===== config.mk =====
export PLATFORM = sky130hd
export DESIGN_NAME = wb_mem_arbiter
export DESIGN_NICKNAME = d
export VERILOG_FILES = /design/src/rtl/wb_mem_arbiter.sv
export SDC_FILE = /design/constraint.sdc
export NUM_CORES = 1
export LEC_CHECK = 0
export BUFFER_PORTS_ARGS = -buffer_cell sky130_fd_sc_hd__buf_2
export CAP_MARGIN = 20
export CORE_AREA = 2 2 131 133
export CTS_CLUSTER_DIAMETER = 60
export CTS_CLUSTER_SIZE = 10
export DETAILED_ROUTE_END_ITERATION = 8
export DIE_AREA = 0 0 133 135
export SYNTH_ARGS = -nofsm -noshare
export SYNTH_HDL_FRONTEND = slang
export SYNTH_SLANG_ARGS = --single-unit

===== constraint.sdc =====
create_clock -name wb_clk_i -period 2.9 [get_ports wb_clk_i]
set_clock_uncertainty 0.2 [all_clocks]
set_input_delay 0.87 -clock wb_clk_i [delete_from_list [all_inputs] [get_ports wb_clk_i]]
set_output_delay 0.87 -clock wb_clk_i [all_outputs]
set_load 0.05 [all_outputs]

===== src/rtl/wb_mem_arbiter.sv =====
// -----------------------------------------------------------------------------
// wb_mem_arbiter
//
// Two-master / one-slave Wishbone B3 arbiter for the external main-memory port.
// Master 0 is the CPU-side interconnect, master 1 is the host loader / DMA.
// Ownership is round-robin and is held for the owner's whole cyc window, so
// registered-feedback bursts (cti/bte) are never interleaved. A bus watchdog
// terminates slave accesses that stall too long with an error to the owner.
//
// Handshake: a beat is offered when cyc & stb are high and completes in the
// cycle the slave raises exactly one of ack/err/rty; the master may only
// change adr/dat/sel/we/cti/bte after that completion (classic Wishbone
// valid = stb, ready = ack|err|rty).
//
// Parameters
//   AW             address width
//   DW             data width (byte selects are DW/8 wide)
//   TIMEOUT_CYCLES stall cycles before the watchdog fires; 0 disables it
//
// Ports
//   wb_clk_i, wb_rst_i        clock, synchronous active-high reset
//   m0_*_i / m1_*_i           master request signals (adr, dat, sel, we,
//                             cyc, stb, cti, bte)
//   m0_*_o / m1_*_o           read data and terminations (dat, ack, err, rty)
//   s_*_o                     shared slave request signals
//   s_dat_i, s_ack_i,
//   s_err_i, s_rty_i          slave response
//   grant_o                   one-hot current owner (00 = idle); this is the
//                             FSM state register itself
//   timeout_o                 sticky watchdog flag, cleared only by reset
// -----------------------------------------------------------------------------
module wb_mem_arbiter #(
    parameter int AW             = 32,
    parameter int DW             = 32,
    parameter int TIMEOUT_CYCLES = 1024
) (
    input  logic            wb_clk_i,
    input  logic            wb_rst_i,

    // master 0
    input  logic [AW-1:0]   m0_adr_i,
    input  logic [DW-1:0]   m0_dat_i,
    input  logic [DW/8-1:0] m0_sel_i,
    input  logic            m0_we_i,
    input  logic            m0_cyc_i,
    input  logic            m0_stb_i,
    input  logic [2:0]      m0_cti_i,
    input  logic [1:0]      m0_bte_i,
    output logic [DW-1:0]   m0_dat_o,
    output logic            m0_ack_o,
    output logic            m0_err_o,
    output logic            m0_rty_o,

    // master 1
    input  logic [AW-1:0]   m1_adr_i,
    input  logic [DW-1:0]   m1_dat_i,
    input  logic [DW/8-1:0] m1_sel_i,
    input  logic            m1_we_i,
    input  logic            m1_cyc_i,
    input  logic            m1_stb_i,
    input  logic [2:0]      m1_cti_i,
    input  logic [1:0]      m1_bte_i,
    output logic [DW-1:0]   m1_dat_o,
    output logic            m1_ack_o,
    output logic            m1_err_o,
    output logic            m1_rty_o,

    // slave
    output logic [AW-1:0]   s_adr_o,
    output logic [DW-1:0]   s_dat_o,
    output logic [DW/8-1:0] s_sel_o,
    output logic            s_we_o,
    output logic            s_cyc_o,
    output logic            s_stb_o,
    output logic [2:0]      s_cti_o,
    output logic [1:0]      s_bte_o,
    input  logic [DW-1:0]   s_dat_i,
    input  logic            s_ack_i,
    input  logic            s_err_i,
    input  logic            s_rty_i,

    // status
    output logic [1:0]      grant_o,
    output logic            timeout_o
);

    // Counter only needs to reach TIMEOUT_CYCLES-1.
    localparam int            CW      = (TIMEOUT_CYCLES > 1) ? $clog2(TIMEOUT_CYCLES) : 1;
    localparam bit            WD_EN   = (TIMEOUT_CYCLES > 0);
    localparam logic [CW-1:0] WD_LAST = (TIMEOUT_CYCLES > 0) ? CW'(TIMEOUT_CYCLES - 1) : '0;

    // One-hot encoding doubles as the grant vector.
    typedef enum logic [1:0] {
        IDLE = 2'b00,
        GNT0 = 2'b01,
        GNT1 = 2'b10
    } state_e;

    state_e          state_q, state_d;
    logic            last_q,  last_d;   // master served most recently
    logic [CW-1:0]   wd_q,    wd_d;     // consecutive stall cycles
    logic            tmo_q,   tmo_d;

    // owner's request, selected from the registered grant only
    logic [AW-1:0]   own_adr;
    logic [DW-1:0]   own_dat;
    logic [DW/8-1:0] own_sel;
    logic            own_we;
    logic            own_cyc;
    logic            own_stb;
    logic [2:0]      own_cti;
    logic [1:0]      own_bte;

    logic            slv_term;
    logic            stall;
    logic            wd_fire;

    // -------------------------------------------------------------------------
    // State registers
    // -------------------------------------------------------------------------
    always_ff @(posedge wb_clk_i) begin
        if (wb_rst_i) begin
            state_q <= IDLE;
            last_q  <= 1'b1;   // m0 wins the first tie after reset
            wd_q    <= '0;
            tmo_q   <= 1'b0;
        end else begin
            state_q <= state_d;
            last_q  <= last_d;
            wd_q    <= wd_d;
            tmo_q   <= tmo_d;
        end
    end

    // -------------------------------------------------------------------------
    // Arbitration FSM
    // An owner keeps the bus for as long as its cyc stays high. When it drops
    // cyc the FSM hands over directly to a waiting master; the handover cycle
    // itself shows s_cyc_o low because the old owner's cyc is already low.
    // -------------------------------------------------------------------------
    always_comb begin
        state_d = state_q;
        last_d  = last_q;
        case (state_q)
            IDLE: begin
                if (m0_cyc_i && m1_cyc_i) begin
                    state_d = last_q ? GNT0 : GNT1;
                end else if (m0_cyc_i) begin
                    state_d = GNT0;
                end else if (m1_cyc_i) begin
                    state_d = GNT1;
                end
            end
            GNT0: begin
                if (!m0_cyc_i) begin
                    last_d  = 1'b0;
                    state_d = m1_cyc_i ? GNT1 : IDLE;
                end
            end
            GNT1: begin
                if (!m1_cyc_i) begin
                    last_d  = 1'b1;
                    state_d = m0_cyc_i ? GNT0 : IDLE;
                end
            end
            default: state_d = IDLE;
        endcase
    end

    // -------------------------------------------------------------------------
    // Request mux (driven by the registered grant, no added latency)
    // -------------------------------------------------------------------------
    always_comb begin
        own_adr = '0;
        own_dat = '0;
        own_sel = '0;
        own_we  = 1'b0;
        own_cyc = 1'b0;
        own_stb = 1'b0;
        own_cti = '0;
        own_bte = '0;
        case (state_q)
            GNT0: begin
                own_adr = m0_adr_i;
                own_dat = m0_dat_i;
                own_sel = m0_sel_i;
                own_we  = m0_we_i;
                own_cyc = m0_cyc_i;
                own_stb = m0_stb_i;
                own_cti = m0_cti_i;
                own_bte = m0_bte_i;
            end
            GNT1: begin
                own_adr = m1_adr_i;
                own_dat = m1_dat_i;
                own_sel = m1_sel_i;
                own_we  = m1_we_i;
                own_cyc = m1_cyc_i;
                own_stb = m1_stb_i;
                own_cti = m1_cti_i;
                own_bte = m1_bte_i;
            end
            default: ;
        endcase
    end

    // -------------------------------------------------------------------------
    // Watchdog
    // A slave termination in the terminal cycle suppresses the firing, so the
    // real response always wins over the synthetic error.
    // -------------------------------------------------------------------------
    assign slv_term = s_ack_i | s_err_i | s_rty_i;
    assign stall    = own_cyc & own_stb & ~slv_term;
    assign wd_fire  = WD_EN && stall && (wd_q == WD_LAST);

    always_comb begin
        wd_d  = wd_q + 1'b1;
        tmo_d = tmo_q | wd_fire;
        if (!WD_EN || !stall || wd_fire || (state_d != state_q)) begin
            wd_d = '0;
        end
    end

    // -------------------------------------------------------------------------
    // Slave side: the firing cycle withdraws cyc/stb so the stalled slave
    // sees the access abandoned.
    // -------------------------------------------------------------------------
    assign s_adr_o = own_adr;
    assign s_dat_o = own_dat;
    assign s_sel_o = own_sel;
    assign s_we_o  = own_we;
    assign s_cyc_o = own_cyc & ~wd_fire;
    assign s_stb_o = own_stb & ~wd_fire;
    assign s_cti_o = own_cti;
    assign s_bte_o = own_bte;

    // -------------------------------------------------------------------------
    // Master side: only the owner sees responses; everyone else reads zero.
    // -------------------------------------------------------------------------
    always_comb begin
        m0_dat_o = '0;
        m0_ack_o = 1'b0;
        m0_err_o = 1'b0;
        m0_rty_o = 1'b0;
        m1_dat_o = '0;
        m1_ack_o = 1'b0;
        m1_err_o = 1'b0;
        m1_rty_o = 1'b0;
        case (state_q)
            GNT0: begin
                m0_dat_o = s_dat_i;
                m0_ack_o = s_ack_i;
                m0_err_o = s_err_i | wd_fire;
                m0_rty_o = s_rty_i;
            end
            GNT1: begin
                m1_dat_o = s_dat_i;
                m1_ack_o = s_ack_i;
                m1_err_o = s_err_i | wd_fire;
                m1_rty_o = s_rty_i;
            end
            default: ;
        endcase
    end

    assign grant_o   = state_q;
    assign timeout_o = tmo_q;

endmodule


==> out/metrics.cfg <==
[status]
run_status=finished with violations
violations_in_the_final_reports=negative setup slack

[yosys]
synthFlopType=dfxtp_1
syn_avg_cell_area_um2=7.17
library_cell_with_the_largest_summed_area_after_synthesis=a22oi_1
synth.top_cell.area_share_pct=21.9
ys_top_cells_by_area=a22oi_1 22%, nor2b_1 18%, and2_1 17%
syn-instance-count=354
yosys_warnings=0
synth_commonest_cells=74 x a22oi_1, 74 x nor2b_1, 68 x and2_1, 28 x clkbuf_1, 14 x dfxtp_1
synthesis.nets=549
yosysSeqAreaShare_pct=11.0
synth.lib_cells_used.distinct=43
cell_area_after_synthesis_mm2=0.00254
ffs_w_async_s_r_synth_pct=0
synth_edf_count=0
synth.ff_latch_count=14

[power]
netSwitchingFraction_pct=51.5
internal-power_mw=1.19
power.leakage_nw=2.73
clock_power_share_pct=11.7
combinationalPowerShare_pct=79.6
power_mw=2.46
sequentialPowerShare_pct=8.7
pwr_density_cell_mw_per_mm2=417
ir_drop_mv=0.209
p_sw_mw=1.27

[layout]
nNetsFinal=893
filler_cell_count=1656
area_growth_syn_to_layout_pct=132
layout.core_utilization_pct=35.9
stdcell_area_mm2=0.00590
final_layout_size_suffix_gt1_share_pct=74.9

[cts]
tritoncts=built
worstSkewPairLatency_ns=0.24
htreeDepth=1
clk_path_buf_depth=2
clock-root-buffer=clkbuf_16
clkSinkCount=14
cts-buffers-inserted=3
path_clk_slew_ns=0.05
cts.hold.buffers_added=0

[floorplanning]
initial_util_pct=15.5
ioPinCount=338
die_area_mm2=0.0180
core_region_area_mm2=0.0164
floorplan.die.height_um=135
fp-row-count=47
fp.dieW_um=133

[sta]
min_period_over_period_pct=102
tightest_slew_ns=0.532
finalCriticalPeriod_ns=2.94
slew_viol_final=0
final-hold-violation-count=0
final-setup-viol-count=4
final_critical_path_setup_slack_ns=-0.0448
achievable-frequency_mhz=340
grt_setup_unrepaired=true
slew_headroom_pct=64.6

[placement]
globalplace.congestion=0.781
pre_cts_ws_ns=-0.174
detailed_placement_hpwl_um=10500
placement.io_buffers=337
dpl-instance-area_mm2=0.00517

[worst_setup_path]
cp_data_required_time_ns=1.83
crit_chain=clkinvlp_4, ha_4, buf_12, a22oi_1, nor2b_2, buf_4
max_stage_delay_ns=0.40
type_of_the_worst_setup_path=register to primary output
path_max_fanout=51
r2r_cells=10
critical-path-slowest-cell=dfxtp_4
worst-endpoint-arrival_ns=1.87
cp-start-kind=register
cp_endpoint_kind=primary output

[global_routing]
pin_count_of_the_biggest_net_entering_global_routing=61
grt_first_pass_wirelength_um=19500
grt_overflow_total=0
grt_pass1_vias=3682
grt_antenna_before_repair=1
grt_use_total_pct=13.3

[route]
ant_nets=0
dr_total_vias=3941
drt_iter0_markers=197
post_drt_via_cell_ratio=4.29
detailedRoute.firstPassIterationCount=4
drt_drc_violations_left=0
drt_wl_total_um=13900
avgRoutedWirePerCell_um=15.1

[worst_hold_path]
hold_path_class=register to register
worst_hold_path.num_cells=1

[flow_run]
drv.max_cap_violation_count=0

## logic make-up after synthesis
group	synth area share, %
compound gates	30.0
mux	0.443
simple gates	46.0
flops	11.0
fa+ha+maj	2.96
xor+xnor	2.41
buf+inv	7.09
## power groups by stage
stage	clock [mW]	combinational, mW	sequential (mW)
finish	0.287	1.96	0.215
global route	0.304	2.06	0.217
CTS	0.294	1.85	0.215
detailed placement	0	1.76	0.218
global placement	0	1.76	0.218
floorplan	0	1.29	0.227
## cells in the final DEF (no fill, tap or decap), types with 9 or more instances in the layout
cell,count
buf_2,274
and2_1,68
nor2b_4,61
buf_4,54
a22oi_1,38
a22oi_2,36
buf_6,25
nor2b_2,13
clkbuf_4,11
dfxtp_1,10
nor4_2,9
buf_12,9
## metal layers
layer,up-vias,share of wire (%),GRT usage (%)
met5,-,0,0
met4,0,0.38,1.55
met3,4,6.0,1.20
met2,176,52,23.7
met1,1813,41,18.0
li1,1948,-,-
## flip-flops by register name, summed over array words and instances, names as in the netlist
name,count
timeout_o,1
last_q,1
grant_o,2
wd_q,10
## critical path: cells and delay by family, from the launching register on
family	cells	cell delay (ns)
buffers and inverters	3	0.53
DFF	1	0.40
AOI/OAI and AO/OA	1	0.36
adders and majority gates	1	0.22
and+or+nand+nor	1	0.08
## stage by stage
step	instances	hold slack, ns	setup TNS (ns)
after CTS	912	0.284	-0.0128
after global routing	918	0.314	-1.50
after floorplan	354	0.264	-0.324
final	918	0.278	-0.0967
after global placement	900	0.260	-0.375
after detailed placement	900	0.272	-0.418
## cell type report
class,count,area [µm²],area share [%]
Sequential cell,14,290,4.92
Tap cell,220,275,4.67
Inverter,4,18.8,0.318
Timing Repair Buffer,376,2390,40.5
Multi-Input combinational cell,299,2830,48.0
Clock buffer,4,88.8,1.51
Antenna cell,1,2.50,0.0424
## what timing repair did
item | 4_1_cts | 5_1_grt
cloned | 1 | 0
gates resized for setup | 55 | 90
setup buffers | 7 | 5
endpoints found under the setup margin | 75 | 74
pin swaps | 6 | 7
## worst paths after layout
path	from	end	slack [ns]
hold reg to reg	timeout_o	timeout_o	0.28
setup reg to reg	grant_o[1]	wd_q[4]	0.15
setup / recovery	grant_o[1]	s_adr_o[19]	-0.04
hold / removal	timeout_o	timeout_o	0.28
(Power assumes the default switching activity.)
